$ cat src/rtl/wbc_reqtrack.sv
// Per-port request tracker: one-outstanding "sent" flag plus the registered
// ACK/ERR/read-data return path for a single classic master.
module wbc_reqtrack #(
  parameter int DW = 32
) (
  input  logic          clk,
  input  logic          rst,
  input  logic          own,
  input  logic          cyc,
  input  logic          stb,
  input  logic          mstall,
  input  logic          mack,
  input  logic          merr,
  input  logic [DW-1:0] mdata,
  output logic          active,
  output logic          req,
  output logic          ack,
  output logic          err,
  output logic [DW-1:0] data
);

  logic sent;
  logic live;

  assign live   = own & cyc & stb;
  // A registered ERR suppresses the cycle so the slave sees the bus release.
  assign active = own & cyc & ~err;
  assign req    = live & ~sent & ~err;

  always_ff @(posedge clk or posedge rst) begin
    if (rst) begin
      sent <= 1'b0;
      ack  <= 1'b0;
      err  <= 1'b0;
    end else begin
      if (~own | ~cyc | ~stb | ack | err)
        sent <= 1'b0;
      else if (req & ~mstall)
        sent <= 1'b1;
      ack <= live & mack & ~merr & ~ack & ~err;
      err <= live & merr & ~ack & ~err;
    end
  end

  // Read data carries no reset; it is only meaningful alongside ack.
  always_ff @(posedge clk) begin
    if (own & mack)
      data <= mdata;
  end

endmodule

$ cat src/rtl/wbc2pipe_arbiter.sv
// Two WB classic masters sharing one WB pipelined slave: round-robin
// per-CYC ownership, one pipelined request per classic STB.
module wbc2pipe_arbiter #(
  parameter int AW = 12,
  parameter int DW = 32
) (
  input  logic            i_clk,
  input  logic            i_reset,
  input  logic            i_a_cyc,
  input  logic            i_a_stb,
  input  logic            i_a_we,
  input  logic [AW-1:0]   i_a_addr,
  input  logic [DW-1:0]   i_a_data,
  input  logic [DW/8-1:0] i_a_sel,
  output logic            o_a_ack,
  output logic [DW-1:0]   o_a_data,
  output logic            o_a_err,
  input  logic            i_b_cyc,
  input  logic            i_b_stb,
  input  logic            i_b_we,
  input  logic [AW-1:0]   i_b_addr,
  input  logic [DW-1:0]   i_b_data,
  input  logic [DW/8-1:0] i_b_sel,
  output logic            o_b_ack,
  output logic [DW-1:0]   o_b_data,
  output logic            o_b_err,
  output logic            o_mcyc,
  output logic            o_mstb,
  output logic            o_mwe,
  output logic [AW-1:0]   o_maddr,
  output logic [DW-1:0]   o_mdata,
  output logic [DW/8-1:0] o_msel,
  input  logic            i_mstall,
  input  logic            i_mack,
  input  logic            i_merr,
  input  logic [DW-1:0]   i_mdata
);

  typedef enum logic [1:0] {
    S_IDLE  = 2'd0,
    S_OWN_A = 2'd1,
    S_OWN_B = 2'd2
  } state_t;

  state_t state, state_nxt;
  logic   last_b, last_b_nxt;
  logic   a_req, b_req;
  logic   own_a, own_b;
  logic   a_active, b_active, a_issue, b_issue;

  assign a_req = i_a_cyc & i_a_stb;
  assign b_req = i_b_cyc & i_b_stb;
  assign own_a = (state == S_OWN_A);
  assign own_b = (state == S_OWN_B);

  always_ff @(posedge i_clk or posedge i_reset) begin
    if (i_reset) begin
      state  <= S_IDLE;
      last_b <= 1'b1;
    end else begin
      state  <= state_nxt;
      last_b <= last_b_nxt;
    end
  end

  // Ownership always passes through IDLE, giving the slave one cycle with CYC low.
  always_comb begin
    state_nxt  = state;
    last_b_nxt = last_b;
    unique case (state)
      S_IDLE: begin
        if (a_req && (!b_req || last_b))
          state_nxt = S_OWN_A;
        else if (b_req)
          state_nxt = S_OWN_B;
      end
      S_OWN_A: begin
        if (!i_a_cyc) begin
          state_nxt  = S_IDLE;
          last_b_nxt = 1'b0;
        end
      end
      S_OWN_B: begin
        if (!i_b_cyc) begin
          state_nxt  = S_IDLE;
          last_b_nxt = 1'b1;
        end
      end
      default: state_nxt = S_IDLE;
    endcase
  end

  wbc_reqtrack #(.DW(DW)) u_track_a (
    .clk    (i_clk),
    .rst    (i_reset),
    .own    (own_a),
    .cyc    (i_a_cyc),
    .stb    (i_a_stb),
    .mstall (i_mstall),
    .mack   (i_mack),
    .merr   (i_merr),
    .mdata  (i_mdata),
    .active (a_active),
    .req    (a_issue),
    .ack    (o_a_ack),
    .err    (o_a_err),
    .data   (o_a_data)
  );

  wbc_reqtrack #(.DW(DW)) u_track_b (
    .clk    (i_clk),
    .rst    (i_reset),
    .own    (own_b),
    .cyc    (i_b_cyc),
    .stb    (i_b_stb),
    .mstall (i_mstall),
    .mack   (i_mack),
    .merr   (i_merr),
    .mdata  (i_mdata),
    .active (b_active),
    .req    (b_issue),
    .ack    (o_b_ack),
    .err    (o_b_err),
    .data   (o_b_data)
  );

  assign o_mcyc  = a_active | b_active;
  assign o_mstb  = a_issue | b_issue;
  // Payload follows B only while B owns; otherwise A (don't-care when idle).
  assign o_mwe   = own_b ? i_b_we   : i_a_we;
  assign o_maddr = own_b ? i_b_addr : i_a_addr;
  assign o_mdata = own_b ? i_b_data : i_a_data;
  assign o_msel  = own_b ? i_b_sel  : i_a_sel;

endmodule

$ cat config.mk
export PLATFORM = sky130hd
export DESIGN_NAME = wbc2pipe_arbiter
export DESIGN_NICKNAME = d
export VERILOG_FILES = /design/src/rtl/wbc_reqtrack.sv /design/src/rtl/wbc2pipe_arbiter.sv
export SDC_FILE = /design/constraint.sdc
export NUM_CORES = 1
export LEC_CHECK = 0
export ABC_AREA = 1
export CAP_MARGIN = 10
export CORE_AREA = 2 2 101 103
export DETAILED_ROUTE_END_ITERATION = 16
export DIE_AREA = 0 0 103 105
export GPL_TIMING_DRIVEN = 0
export PLACE_DENSITY = 0.8
export RECOVER_POWER = 50
export SYNTH_ARGS = -nofsm -noshare
export SYNTH_HDL_FRONTEND = slang
export SYNTH_SLANG_ARGS = --single-unit
$ cat constraint.sdc
create_clock -name i_clk -period 4.8 [get_ports i_clk]
set_input_delay 1.2 -clock i_clk [delete_from_list [all_inputs] [get_ports i_clk]]
set_output_delay 1.2 -clock i_clk [all_outputs]
set_load 0.1 [all_outputs]
==> results.md, run 1 <==
- PwrDens: 610 nW/um^2
- CP cell instances: dlygate4sd3_1 -> nand2_1 -> nor2_4 -> nand3_1 -> nand2_1 -> clkdlybuf4s50_1
- Initial DRC count: 151
- Max Cap Violations: 2
- Routed via count: 3181
- Clock skew: 0.00829 ns
- Final worst slack: 0.243 ns
- Critical path depth in cells: 6
- H-Tree Depth: 3
- Syn Area/Cell: 11.0 sq um
- Setup Buffers After CTS: 0
- Final #Nets: 695
- Number of global-route vias before repair: 3157
- Clk root buf: clkbuf_8
- Initial Utilization: 32.6%
- CTS Buffer Depth: 2
- Hold Crit Depth: 2
- Dpl ws: 0.330 ns
- Data required time at the worst endpoint: 3.60 ns
- Final Hold Viols: 0
- Slew HR: -30.9%
- Core Box Area: 9640 sq um
- #FFs+latches synth: 73
- Status: complete, but fails checks
- Maximum VDD drop: 303 uV
- Reg2reg end: u_track_b.data[11]
- Leak: 2.45 nW
- Port bufs: 257
- Final period util: 94.9%
- Residual DRC: 0
- CP max FO: 4
- Resize count post-CTS: 0
- Placer Congestion: 0.875
- R2r worst-path depth: 5
- Hold endpoint: u_track_a.sent
- Tightest Pin Transition: 1.96 ns
- IO Pins: 258
- Post-synthesis sequential area ratio: 68.4%
- First-pass GRT wire length: 16900 um
- Hold-fix buffers, CTS: 0
- ANT nets after route: 0
- Worst Min Path Start: u_track_a.sent
- CP max stage cell: clkdlybuf4s50_1
- Worst EP arrival: 3.36 ns
- Post-Syn Area: 3140 sq um
- Hpwl dp: 9730 um
- CP most frequent cell: nand2_1
- Fin util: 63.4%
- Synth cell types: 20
- RSZ-0062 raised after global routing: false
- Hold WC Path Type: register to register
- Grt total ovfl: 0
- CTS tree: yes
- Setup crit end kind: output port
- Number of synthesis warnings: 0
- Buffer and inverter count on the worst path: 2
- Clock sink count: 73
- Routed wire per std cell: 17.3 um
- CP delay by family, top: buffers and inverters
- Die height: 105 um
- Syn_nets: 425
- Clk slew on worst S/H paths: 0.08 ns
- Fin Setup TNS: 0 ns
- Initial antenna violation count: 1
- Cells after Synth: 286
- Largest net degree at the start of global routing: 33
- Slew Limit Fails: 65
- Path type of the worst setup path: input port to output port
- Die X: 103 um
- Setup crit start kind: input port
- Rows: 36
- RR Startpoint: state[0]
- Die area: 10800 sq um
- Failing checks: max-capacitance violations, max-slew violations
- Post-Route WL: 12000 um
- Final setup fails: 0
- Inserted Clock Buffers: 9
- Gr usage total: 20.9%
- R2R setup slack: 1.98 ns
- Vias per Instance: 4.58
- Clock Latency Late Sink: 0.33 ns
- Fmax: 219 MHz
- Proportion of layout cells with a drive suffix above 1: 7.49%
- Minimum clock period: 4.56 ns
- P&R area growth vs syn: 94.3%
- Crit path largest cell delay: 1.13 ns
- Drt pass-1 iters: 4
[worst min-delay path, stage by stage, from the launching register on]
cell and delay (ns):
dfrtp_1 0.33, inv_1 0.06, a21oi_2 0.11
[layout make-up]
class | count | area, sq um
Multi-Input combinational cell | 183 | 808
Inverter | 14 | 52.6
Antenna cell | 1 | 2.50
Clock buffer | 9 | 124
Buffer | 16 | 139
Fill cell | 787 | 3530
Sequential cell | 73 | 2150
Timing Repair Buffer | 259 | 2580
Clock inverter | 7 | 87.6
Tap cell | 133 | 166
[routing by layer]
layer  vias up  routed length [um]  global-route usage [%]  share of wire, %
met5         -                   0                       0                 0
met4         0                 382                    7.14               3.2
met3        22                1320                    8.23                11
met2       163                6160                    38.2                51
met1      1488                4160                    21.2                35
li1       1508                   -                       -                 -
[cells in the mapped netlist]
cell type / n / area, sq um
nand3b_2: 1 / 11.3
nor2_4: 1 / 11.3
nand3b_1: 1 / 7.51
o22ai_1: 1 / 6.26
inv_1: 12 / 45.0
edfxtp_1: 64 / 1920
nor2_2: 1 / 6.26
buf_6: 9 / 101
nand2_1: 109 / 409
buf_2: 6 / 30.0
a21oi_2: 2 / 17.5
dfrtp_1: 8 / 200
dfstp_2: 1 / 26.3
nand2_4: 1 / 11.3
inv_2: 2 / 7.51
nor2_1: 7 / 26.3
o21ai_0: 2 / 10.0
buf_4: 1 / 7.51
nand2_2: 1 / 6.26
nand3_1: 56 / 280
[power breakdown]
group,total (mW),switching [mW],internal [mW]
combinational,2.41,1.87,0.549
sequential,0.818,0.0246,0.794
clock,0.492,0.242,0.250
[logic make-up after synthesis]
kind of cell / count (synthesis) / share of synthesized area (%)
simple gates: 178 / 24.5
flops: 73 / 68.4
compound gates: 5 / 1.08
buf+inv: 30 / 6.09
[registers in the layout, indices dropped and copies added (netlist names)]
signal,count
u_track_a.data,32
u_track_b.data,32
state,2
last_b,1
u_track_a.ack,1
u_track_a.err,1
u_track_a.sent,1
u_track_b.ack,1
u_track_b.err,1
u_track_b.sent,1
[how the worst max path moves through the flow]
stage | startpoint | end
2_1_floorplan | i_b_cyc | o_mcyc
3_3_place_gp | i_b_cyc | o_mstb
3_5_place_dp | i_b_cyc | o_mstb
4_1_cts | i_b_cyc | o_mstb
5_1_grt | i_a_cyc | o_mstb
6_report | i_b_cyc | o_mstb
[layout by cell type, fill, tap and decap left out]
| cell type | count |
|---|---|
| inv_1 | 12 |
| clkbuf_1 | 2 |
| inv_6 | 3 |
| clkinvlp_4 | 2 |
| dfrtp_1 | 8 |
| buf_2 | 6 |
| nand3_1 | 56 |
| nand2_2 | 1 |
| o22ai_1 | 1 |
| edfxtp_1 | 64 |
| clkinv_8 | 1 |
| nor2_4 | 2 |
| diode_2 | 1 |
| nand2_4 | 1 |
| buf_4 | 1 |
| inv_2 | 2 |
| clkbuf_8 | 9 |
| nand2_1 | 109 |
| dlygate4sd3_1 | 36 |
| a21oi_2 | 2 |
| bufinv_16 | 1 |
| o21ai_0 | 2 |
| nand3b_2 | 1 |
| buf_6 | 9 |
| nand3b_1 | 1 |
| dfstp_2 | 1 |
| clkdlybuf4s50_1 | 221 |
| nor2_1 | 7 |
[stage by stage]
stage                     instances  total power, mW  hold WS, ns  cell area [sq um]
after global routing            694             3.84        0.552               6110
after CTS                       694             3.77        0.535               6150
after global placement          676             3.24        0.485               5880
after detailed placement        678             3.27        0.516               5940
final                           695             3.72        0.529               6110
after floorplan                 286             2.62        0.474               3140
No activity file was read; power rests on OpenSTA's default activity.
==> run 2: changes to the inputs <==
CELL_PAD_IN_SITES_DETAIL_PLACEMENT = 1   (was unset)
CELL_PAD_IN_SITES_GLOBAL_PLACEMENT = 2   (was unset)
CORE_AREA = 2 2 119 149   (was 2 2 101 103)
DIE_AREA = 0 0 121 151   (was 0 0 103 105)
PLACE_DENSITY = unset   (was 0.8)
PLACE_DENSITY_LB_ADDON = 0.1   (was unset)
clock period = 5.25 ns   (was 4.8 ns; I/O delays follow)
==> results.md, run 2 (synthesized netlist as in run 1, its figures left out) <==
- Status: complete, but fails checks
- Failing checks: max-capacitance violations, max-slew violations
- Inserted Clock Buffers: 9 (unchanged)
- Final period util: 92.0%
- Post-Route WL: 12800 um (+6.3%)
- Resize count post-CTS: 0 (unchanged)
- Core Box Area: 16800 sq um (+74%)
- ANT nets after route: 0 (unchanged)
- Max Cap Violations: 2 (unchanged)
- Routed via count: 3125 (-1.8%)
- RSZ-0062 raised after global routing: false
- Top sig layer: met4
- Drt pass-1 iters: 4 (unchanged)
- Grt total ovfl: 0 (unchanged)
- Fin util: 37.5% (-26 points)
- Clock skew: 0.00411 ns (-0.00417 ns)
- Die height: 151 um (+44%)
- CP max FO: 4 (unchanged)
- Leak: 2.50 nW (+1.9%)
- CP most frequent cell: nand2_1
- Final Hold Viols: 0 (unchanged)
- First-pass GRT wire length: 18500 um (+9.7%)
- CP cell instances: dlygate4sd3_1 -> nand2_1 -> nor2_1 -> nand3_1 -> nand2_1 -> clkdlybuf4s50_1
- Vias per Instance: 4.00 (-13%)
- Proportion of layout cells with a drive suffix above 1: 6.43% (-1.1 points)
- Hpwl dp: 10200 um (+4.5%)
- Residual DRC: 0 (unchanged)
- Met3 WL: 1580 um (+20%)
- Setup crit start kind: input port
- Die area: 18300 sq um (+69%)
- Final Power: 3.57 mW (-4.1%)
- Path type of the worst setup path: input port to output port
- CP max stage cell: clkdlybuf4s50_1
- CTS tree: yes
- Worst hold slack: 0.519 ns (-0.0100 ns)
- IO Pins: 258 (unchanged)
- WL met2: 6490 um (+5.5%)
- Initial antenna violation count: 1 (unchanged)
- Die X: 121 um (+17%)
- Data required time at the worst endpoint: 3.94 ns (+0.34 ns)
- Gr usage total: 13.5% (-7.5 points)
- Fill count: 1869 (+140%)
- CTS Buffer Depth: 2 (unchanged)
- Setup Buffers After CTS: 0 (unchanged)
- Initial DRC count: 90 (-40%)
- Final #Nets: 695 (unchanged)
- Minimum clock period: 4.83 ns
- Dpl cells: 765 (+13%)
- Worst EP arrival: 3.52 ns (+0.16 ns)
- Largest registers: u_track_a.data (32), u_track_b.data (32), state (2)
- Critical path depth in cells: 6 (unchanged)
- Maximum VDD drop: 383 uV (+26%)
- Hold Crit Depth: 2 (unchanged)
- Commonest non-fill, non-tap cells in the layout: 221 x clkdlybuf4s50_1, 109 x nand2_1, 64 x edfxtp_1
- P&R area growth vs syn: 100%
- Rows: 53 (+47%)
- Crit path largest cell delay: 1.12 ns (about the same)
- Slew Limit Fails: 60 (-7.7%)
- Port bufs: 257 (unchanged)
- Clock sink count: 73 (unchanged)
- Slew HR: -15.8% (+15 points)
- H-Tree Depth: 3 (unchanged)
- DRT met1 WL: 4490 um (+8.1%)
- Commonest non-fill, non-tap cell in the layout: clkdlybuf4s50_1
- Tightest Pin Transition: 1.74 ns (-0.227 ns)
- Clk root buf: clkbuf_16
- Buffer and inverter count on the worst path: 2 (unchanged)
- R2r worst-path depth: 5 (unchanged)
- Number of global-route vias before repair: 3259 (+3.2%)
- Fin cells: 781 (+12%)
- Clock Latency Late Sink: 0.33 ns (about the same)
- Hold WC Path Type: register to register
- Fin Setup TNS: 0 ns (unchanged)
- CP delay by family, top: buffers and inverters
- Largest net degree at the start of global routing: 30 (-9.1%)
- Placer Congestion: 0.733 (-16%)
- Hold-fix buffers, CTS: 0 (unchanged)
- Clk slew on worst S/H paths: 0.05 ns (-0.03 ns)
- Final setup fails: 0 (unchanged)
- Setup crit end kind: output port
- PwrDens: 568 nW/um^2 (-6.9%)
- Fmax: 207 MHz
- Initial Utilization: 18.7% (-14 points)
- Routed wire per std cell: 16.3 um (-5.4%)
## run 2: cell type report
class,instances,area [sq um],area share (%)
Antenna cell,1,2.50,0.0398
Buffer,16,139,2.21
Clock buffer,9,225,3.58
Clock inverter,6,83.8,1.33
Inverter,14,52.6,0.835
Multi-Input combinational cell,183,786,12.5
Sequential cell,73,2150,34.1
Tap cell,220,275,4.37
Timing Repair Buffer,259,2580,41.0
## run 2: power breakdown
part / switching (mW) / internal (mW)
Combinational: 1.69 / 0.501
Sequential: 0.0231 / 0.727
Clock: 0.219 / 0.410
Total: 1.93 / 1.64
## run 2: worst paths after layout
check,from,to,slack (ns)
worst max-delay path,i_b_cyc,o_mstb,0.42
worst min-delay path,u_track_a.sent,u_track_a.sent,0.52
worst max register to register,state[0],u_track_b.data[16],2.28
worst min register to register,u_track_a.sent,u_track_a.sent,0.52
max in group asynchronous,i_reset,last_b,3.56
min in group asynchronous,i_reset,u_track_a.ack,1.39
## run 2: worst reg2reg max path, cell delays in order (launching register included)
cell and delay (ns):
dfrtp_1 0.42, inv_2 0.16, nand2_4 0.13, buf_6 0.18, nor2_1 0.36, clkbuf_1 1.29
## run 2: stage by stage
| stage | area, sq um | worst slack (ns) |
|---|---|---|
| final | 6290 | 0.421 |
| after global routing | 6290 | 0.326 |
| after CTS | 6350 | 0.504 |
| after detailed placement | 6050 | 0.510 |
| after global placement | 5990 | 0.527 |
| after floorplan | 3140 | 1.04 |
## run 2: per-layer routing
metal,vias to the layer above,track usage [%]
met2,172,24.0
met4,0,4.77
met1,1439,13.8
met3,11,6.29
met5,-,0
li1,1503,-
